===== src/rtl/aurora_link_supervisor.sv =====
// Aurora lane bring-up supervisor: sequences GT/core/user resets, retries on timeout,
// debounces channel_up and declares failure once the retry budget is spent.
module aurora_link_supervisor #(
  parameter int GT_RESET_CYCLES   = 128,
  parameter int PMA_SETTLE_CYCLES = 64,
  parameter int LINK_TIMEOUT      = 65536,
  parameter int DEBOUNCE_CYCLES   = 16,
  parameter int MAX_RETRIES       = 4,
  parameter int CNT_W             = 20,
  parameter int RTY_W             = 3
) (
  input  logic             init_clk,
  input  logic             RST_n,
  input  logic             enable,
  input  logic             force_retrain,
  input  logic             channel_up,
  output logic             gt_reset,
  output logic             reset_Aurora,
  output logic             reset_TX_RX_Block,
  output logic             link_ok,
  output logic             link_failed,
  output logic [RTY_W-1:0] retry_count,
  output logic [2:0]       state
);

  // state    | meaning
  // IDLE     | disabled, every reset held
  // GT_RST   | gt_reset pulse, GT_RESET_CYCLES long
  // AUR_RST  | PMA settle with core reset held
  // WAIT_UP  | resets released, waiting for channel_up, timeout running
  // DEBOUNCE | channel_up seen, must stay high DEBOUNCE_CYCLES
  // UP       | link usable, user datapath out of reset
  // FAIL     | retries exhausted, every reset held
  typedef enum logic [2:0] {
    S_IDLE     = 3'd0,
    S_GT_RST   = 3'd1,
    S_AUR_RST  = 3'd2,
    S_WAIT_UP  = 3'd3,
    S_DEBOUNCE = 3'd4,
    S_UP       = 3'd5,
    S_FAIL     = 3'd6
  } state_t;

  localparam logic [CNT_W-1:0] GT_LAST  = CNT_W'(GT_RESET_CYCLES - 1);
  localparam logic [CNT_W-1:0] PMA_LAST = CNT_W'(PMA_SETTLE_CYCLES - 1);
  localparam logic [CNT_W-1:0] TO_LAST  = CNT_W'(LINK_TIMEOUT - 1);
  localparam logic [CNT_W-1:0] DB_LAST  = CNT_W'(DEBOUNCE_CYCLES - 1);
  localparam logic [RTY_W-1:0] RTY_MAX  = RTY_W'(MAX_RETRIES);

  state_t           cur, nxt;
  logic             cu_s1, cu_s2;
  logic [CNT_W-1:0] timer, timer_nxt;
  logic [CNT_W-1:0] to_cnt, to_cnt_nxt;
  logic [RTY_W-1:0] retry_nxt;
  logic             restart, timed_out, in_wait, nxt_wait, timed_state;

  assign restart     = enable && force_retrain && (cur != S_IDLE);
  assign timed_out   = (to_cnt == TO_LAST);
  assign in_wait     = (cur == S_WAIT_UP) || (cur == S_DEBOUNCE);
  assign nxt_wait    = (nxt == S_WAIT_UP) || (nxt == S_DEBOUNCE);
  assign timed_state = (cur == S_GT_RST) || (cur == S_AUR_RST) || (cur == S_DEBOUNCE);
  assign state       = cur;

  always_comb begin
    nxt       = cur;
    retry_nxt = retry_count;
    if (!enable) begin
      nxt       = S_IDLE;
      retry_nxt = '0;
    end else if (restart) begin
      nxt       = S_GT_RST;
      retry_nxt = '0;
    end else begin
      case (cur)
        S_IDLE: begin
          nxt       = S_GT_RST;
          retry_nxt = '0;
        end
        S_GT_RST:  if (timer == GT_LAST) nxt = S_AUR_RST;
        S_AUR_RST: if (timer == PMA_LAST) nxt = S_WAIT_UP;
        S_WAIT_UP, S_DEBOUNCE: begin
          // The timeout spans both waiting states, so it wins over channel_up events.
          if (timed_out) begin
            if (retry_count < RTY_MAX) begin
              nxt       = S_GT_RST;
              retry_nxt = retry_count + RTY_W'(1);
            end else begin
              nxt = S_FAIL;
            end
          end else if (cur == S_WAIT_UP) begin
            if (cu_s2) nxt = S_DEBOUNCE;
          end else if (!cu_s2) begin
            nxt = S_WAIT_UP;
          end else if (timer == DB_LAST) begin
            nxt       = S_UP;
            retry_nxt = '0;
          end
        end
        S_UP:    if (!cu_s2) nxt = S_WAIT_UP;
        S_FAIL:  nxt = S_FAIL;
        default: nxt = S_IDLE;
      endcase
    end
  end

  always_comb begin
    timer_nxt  = '0;
    to_cnt_nxt = '0;
    if (!restart && timed_state && (nxt == cur)) timer_nxt = timer + CNT_W'(1);
    // Bouncing between WAIT_UP and DEBOUNCE keeps the timeout running.
    if (in_wait && nxt_wait) to_cnt_nxt = to_cnt + CNT_W'(1);
  end

  always_ff @(posedge init_clk or negedge RST_n) begin
    if (!RST_n) begin
      cu_s1             <= 1'b0;
      cu_s2             <= 1'b0;
      cur               <= S_IDLE;
      timer             <= '0;
      to_cnt            <= '0;
      retry_count       <= '0;
      gt_reset          <= 1'b1;
      reset_Aurora      <= 1'b1;
      reset_TX_RX_Block <= 1'b1;
      link_ok           <= 1'b0;
      link_failed       <= 1'b0;
    end else begin
      cu_s1             <= channel_up;
      cu_s2             <= cu_s1;
      cur               <= nxt;
      timer             <= timer_nxt;
      to_cnt            <= to_cnt_nxt;
      retry_count       <= retry_nxt;
      gt_reset          <= (nxt == S_IDLE) || (nxt == S_GT_RST) || (nxt == S_FAIL);
      reset_Aurora      <= (nxt == S_IDLE) || (nxt == S_GT_RST) || (nxt == S_AUR_RST) ||
                           (nxt == S_FAIL);
      reset_TX_RX_Block <= (nxt != S_UP);
      link_ok           <= (nxt == S_UP);
      link_failed       <= (nxt == S_FAIL);
    end
  end

endmodule

===== config.mk =====
export PLATFORM = sky130hd
export DESIGN_NAME = aurora_link_supervisor
export DESIGN_NICKNAME = d
export VERILOG_FILES = /design/src/rtl/aurora_link_supervisor.sv
export SDC_FILE = /design/constraint.sdc
export NUM_CORES = 1
export LEC_CHECK = 0
export CORE_AREA = 5 5 94 96
export DETAILED_ROUTE_END_ITERATION = 12
export DIE_AREA = 0 0 99 101
export SLEW_MARGIN = 20
export SYNTH_ARGS = -nofsm -noshare
export SYNTH_HDL_FRONTEND = slang
export SYNTH_SLANG_ARGS = --single-unit

===== constraint.sdc =====
create_clock -name init_clk -period 3.6 [get_ports init_clk]
set_input_delay 0.72 -clock init_clk [delete_from_list [all_inputs] [get_ports init_clk]]
set_output_delay 0.72 -clock init_clk [all_outputs]
set_load 0.01 [all_outputs]

=== After elaboration in Yosys (flattened, before gate mapping) ===
Cells that the tools add are included.

* Bits in registers: 53
* Output and inout bits: 11
* Word-level logic and storage cells: 79

* Add/subtract/negate cells: 3
* Order comparisons: 1
* Equality and inequality tests: 23
* Muxes and demuxes: 22
* Reduce and logical (&&, ||, !) cells: 19

{| class="wikitable"
|+ Operators by type and width
! kind !! count
|-
| $mux 3 || 18
|-
| $add 20x1->20 const B || 2
|-
| $mux 20 || 2
|-
| $eq 20x16->1 const B || 1
|-
| $eq 20x4->1 const B || 1
|-
| $eq 20x6->1 const B || 1
|-
| $eq 20x7->1 const B || 1
|-
| $ne 5x5->1 const B || 4
|-
| $eq 3x3->1 const B || 6
|-
| $pmux 3 s6 || 1
|-
| $eq 3x2->1 const B || 4
|-
| $logic_or 1x1->1 || 8
|-
| $eq 3x1->1 const B || 2
|-
| $logic_not 3->1 || 2
|-
| $pmux 3 s2 || 1
|-
| $logic_and 1x1->1 || 5
|-
| $reduce_and 5->1 || 1
|-
| $ne 4x1->1 const B || 1
|-
| $add 3x1->3 const B || 1
|-
| $eq 3x3->1 || 1
|-
| $lt 3x3->1 const B || 1
|-
| $ne 3x3->1 const B || 1
|-
| $reduce_bool 3->1 || 1
|-
| $reduce_or 2->1 || 1
|-
| $logic_not 1->1 || 1
|}

=== Longest topological paths before layout ===
* Word-level depth: 12
* Gate-level depth with buffers: 9
* Gate-level depth less buffers: 8

=== Worst setup path after synthesis ===
No wires, ideal clock.

* Kind: register to register
* From: reg to_cnt[0]
* To: reg to_cnt[10]
* Arrival time: 2.219 ns
* Required time: 3.446 ns
* Setup slack: 1.227 ns
* Stages on the path, launching flop included: 10
* Path through: dfrtp_1 -> ha_1 -> nand4_1 -> nor4_2 -> a21boi_1 -> nor3_1 -> nor3b_4 -> xnor2_1 -> buf_6 -> nor4_2

* Longest elaborated chain between the ends: 9

{| class="wikitable"
|+ RTL lines
! element !! line !! RTL
|-
| start: declaration || 53 || <nowiki>logic [CNT_W-1:0] to_cnt, to_cnt_nxt;</nowiki>
|-
| start signal: assignment || 132 || <nowiki>to_cnt <= to_cnt_nxt;</nowiki>
|-
| $eq 20x16->1 || 58 || <nowiki>assign timed_out = (to_cnt == TO_LAST);</nowiki>
|-
| $mux 3 || 83 || <nowiki>if (timed_out) begin</nowiki>
|-
| $pmux 3 s6 || 74 || <nowiki>case (cur)</nowiki>
|-
| $mux 3 || 70 || <nowiki>end else if (restart) begin</nowiki>
|-
| $mux 3 || 67 || <nowiki>if (!enable) begin</nowiki>
|-
| $eq 3x2->1 or $eq 3x3->1 (tied branches) || 60 || <nowiki>assign nxt_wait = (nxt == S_WAIT_UP) || (nxt == S_DEBOUNCE);</nowiki>
|-
| $logic_or 1x1->1 || 60 ||
|-
| $logic_and 1x1->1 || 111 || <nowiki>if (in_wait && nxt_wait) to_cnt_nxt = to_cnt + CNT_W'(1);</nowiki>
|-
| $mux 20 * || 111 ||
|-
| via to_cnt_nxt[10] || 53 ||
|}

The timed path passes the listed nets; every way through them passes the cells marked *.
A chain may end at the register's enable or synchronous reset.

=== Worst setup path in the final report ===
* From: reg to_cnt[0]
* To: reg timer[9]

* Longest elaborated chain between the ends: 8

{| class="wikitable"
|+ RTL lines
! element !! line !! RTL
|-
| $eq 20x16->1 || 58 ||
|-
| $mux 3 || 83 ||
|-
| $pmux 3 s6 || 74 ||
|-
| $mux 3 || 70 ||
|-
| $mux 3 || 67 ||
|-
| $eq 3x3->1 || 109 || <nowiki>if (!restart && timed_state && (nxt == cur)) timer_nxt = timer + CNT_W'(1);</nowiki>
|-
| $logic_and 1x1->1 || 109 ||
|-
| $mux 20 || 109 ||
|-
| via timer_nxt[9] || 52 || <nowiki>logic [CNT_W-1:0] timer, timer_nxt;</nowiki>
|-
| end signal: assignment || 131 || <nowiki>timer <= timer_nxt;</nowiki>
|-
| end: declaration || 52 ||
|}

The timed path passes the listed nets, and every way through them passes these cells.

==> summary.md <==
| Metric | Value |
|---|---|
| Outcome | completed |
| Worst setup startpoint | to_cnt[0]$_DFF_PN0_ |
| Critical path fanouts, max | 20 |
| Die ar. | 10000 um2 |
| Ys Warns | 0 |
| Synthesized area | 3010 um2 |
| R2R cell count | 8 |
| Avg WL per Cell | 14.9 um |
| Largest net degree at the start of global routing | 38 |
| Share of synthesized registers carrying an async set or reset | 100% |
| CP Class | flop to flop |
| Post-DP HPWL | 4350 um |
| Die height | 101 um |
| Maximum vdd drop | 0.169 mV |
| Global-route wire length before repair | 10900 um |
| Post-synthesis instance total | 300 |
| Maxcap violations | 0 |
| Minimum hold slack | 0.369 ns |
| Setup slack, reg-to-reg | 0.71 ns |
| Leakage | 1.29 nW |
| Critical Path End | timer[9]$_DFF_PN0_ |
| H-tree depth | 2 |
| Clk_skew | 0.00653 ns |
| Fillcell total | 773 |
| Post-cts resize count | 0 |
| Clk root buf | clkbuf_8 |
| Hold Crit Class | flop to flop |
| Avg Cell Area, Syn | 10.0 um2 |
| Post-synthesis sequential area ratio | 44.2% |
| Crit path DAT | 3.10 ns |
| Min Tclk post-route | 2.89 ns |
| WP data required | 3.82 ns |
| NetSw | 0.259 mW |
| Slew Viols, Final | 0 |
| Clock share of power | 38.4% |
| DRC violation count after routing | 0 |
| Internal power | 0.825 mW |
| Slew headroom | 45.1% |
| Sw Share | 23.9% |
| Chip width | 99 um |
| Endpoints failing hold | 0 |
| Cts bufs inserted | 5 |
| Share of layout cells above drive strength 1 | 14.9% |
| # diodes | 0 |
| Syn Nets | 308 |
| Site Rows | 33 |
| CP Capture Type | flop |
| Antenna violations before repair | 0 |
| Nets | 323 |
| # Post-CTS Setup Buffers | 0 |
| Synth area leader | dfrtp_1 |
| 1st-pass router iterations | 4 |
| Synth area leaders | dfrtp_1 (42%), nor4_2 (7.5%), xor2_1 (6.1%) |
| CTS tree | built |
| Combinational Power Share | 5.9% |
| Worst slew pin tran | 0.823 ns |
| Crit-path slowest cell | nand2_1 |
| CP startpoint kind | flop |
| Unrepaired setup endpoints after global routing | no |
| Seq pwr share | 55.7% |
| Crit Reg-Reg Endpoint | timer[9]$_DFF_PN0_ |
| Post-DRT Antenna Nets | 0 |
| Max Fclk | 0.346 GHz |
| Clock sinks | 53 |
| Grt total ovfl | 0 |
| Hold-fix buffers, CTS | 0 |
| Synth top area share | 41.6% |
| Maximum root-to-sink buffer count | 2 |
| Num ports | 16 |
| Number of flops mapped to enable cells by yosys | 0 |
| Cells along the critical path | ha_1 -> nand2_1 -> or4_4 -> nor3_1 -> nor2_1 -> o311ai_0 -> nand2_1 -> nor3_1 |
| Placer Congestion | 0.878 |
| Critical Path Max Stage Delay | 0.49 ns |
| Total GRT Usage | 13.2% |
| # setup viols final | 0 |
| Clock slew at reported path FFs | 0.10 ns |
| Post-synth cell types | 52 |
| TNS Setup | 0 ns |
| Routed via count | 2261 |
| Initial DRC Count | 110 |
| Period utilisation layout | 80.2% |
| Routed wire length | 6260 um |
| Area Growth Syn to Fin | 12.7% |
| Worst r2r src | to_cnt[0]$_DFF_PN0_ |
| Core area | 7970 um2 |
| Commonest cells in the netlist | dfrtp_1 (50), nor3_1 (26), nand2_1 (25) |
| Main flop type after synthesis | dfrtp_1 |
| Starting density of the core | 37.7% |
| PD cells | 320 nW/um2 |
| Vias in the first global route | 2249 |
| Port Buffers | 15 |
| Worst skew pair latency | 0.31 ns |
| Seq cells post-synth | 53 |
| Count leader, synth | dfrtp_1 |
| Number of vias per cell | 5.37 |
-- routing by layer --
layer  share of wire (%)  track usage [%]  vias up
met5                   0                0        -
met2                  48             21.0       27
met1                  47             18.2     1109
li1                    -                -     1117
met4                 1.2             3.99        0
met3                 3.0             2.84        8
-- cells in the final DEF, fill, tap and decap left out, types with 2 or more instances in the layout --
| master | count |
|---|---|
| clkbuf_8 | 5 |
| clkdlybuf4s50_1 | 14 |
| o21a_1 | 2 |
| nand3_1 | 14 |
| buf_4 | 6 |
| or3_1 | 2 |
| nor2b_1 | 2 |
| dfrtp_1 | 50 |
| o41ai_1 | 2 |
| nor3_1 | 26 |
| nor4_4 | 2 |
| xnor2_1 | 16 |
| xor2_1 | 21 |
| nor4_2 | 18 |
| or4_1 | 2 |
| nor2_1 | 21 |
| nand2_1 | 25 |
| o21ai_0 | 6 |
| o211ai_1 | 2 |
| a21oi_1 | 5 |
| ha_1 | 3 |
| dfstp_2 | 3 |
| and3_1 | 13 |
| inv_1 | 7 |
| nand4_1 | 7 |
| nand2b_1 | 2 |
| and4_1 | 2 |
| nor3b_1 | 2 |
| nor4_1 | 4 |
| nor4b_1 | 2 |
| and2_1 | 4 |
-- per-stage QoR --
step | power (mW) | utilization, % | std cells | instance area [um2] | setup WS [ns]
floorplan | 0.652 | - | 300 | 3010 | 1.23
global placement | 0.681 | 41.1 | 413 | 3280 | 0.843
detailed placement | 0.681 | 41.1 | 413 | 3280 | 0.716
CTS | 1.10 | 42.5 | 421 | 3390 | 0.723
global route | 1.14 | 42.5 | 421 | 3390 | 0.491
finish | 1.08 | 42.5 | 421 | 3390 | 0.712
-- critical path, delay by kind of cell (launching register included) --
kind / cells / cell delay (ns)
DFF: 1 / 0.40
adders and majority gates: 1 / 0.27
and+or+nand+nor: 6 / 1.79
AOI/OAI and AO/OA: 1 / 0.33
-- power groups by stage --
stage / sequential, mW / combinational [mW] / clock (mW)
after detailed placement: 0.615 / 0.0665 / 0
after global routing: 0.605 / 0.0727 / 0.461
final: 0.603 / 0.0645 / 0.416
after global placement: 0.615 / 0.0660 / 0
after CTS: 0.603 / 0.0664 / 0.429
after floorplan: 0.613 / 0.0393 / 0
-- logic make-up after synthesis --
family,count (synthesis),synth area share (%)
and+or+nand+nor,153,32.5
muxes,1,0.375
xor gates and xnor gates,38,11.1
DFF,53,44.2
buffers and inverters,20,3.08
adders and majority gates,3,1.25
AOI/OAI and AO/OA,32,7.45
-- how the worst min path moves through the flow --
stage | start | end | cells past startpoint
after floorplan | cu_s1$_DFF_PN0_ | cu_s2$_DFF_PN0_ | 0
after global routing | cu_s1$_DFF_PN0_ | cu_s2$_DFF_PN0_ | 0
final | cu_s1$_DFF_PN0_ | cu_s2$_DFF_PN0_ | 0
after CTS | cu_s1$_DFF_PN0_ | cu_s2$_DFF_PN0_ | 0
after global placement | cu_s1$_DFF_PN0_ | cu_s2$_DFF_PN0_ | 0
after detailed placement | cu_s1$_DFF_PN0_ | cu_s2$_DFF_PN0_ | 0
-- registers in the layout (all words and copies together), names as in the netlist, 3 cells and up --
signal       count
retry_count      3
state            3
timer           20
to_cnt          20
-- layout make-up --
class / count / area [um2] / area share [%]
Multi-Input combinational cell: 227 / 1600 / 47.2
Sequential cell: 53 / 1330 / 39.2
Timing Repair Buffer: 21 / 190 / 5.61
Tap cell: 105 / 131 / 3.88
Clock buffer: 5 / 68.8 / 2.03
Clock inverter: 3 / 43.8 / 1.29
Inverter: 7 / 26.3 / 0.775
(Power assumes the default switching activity.)
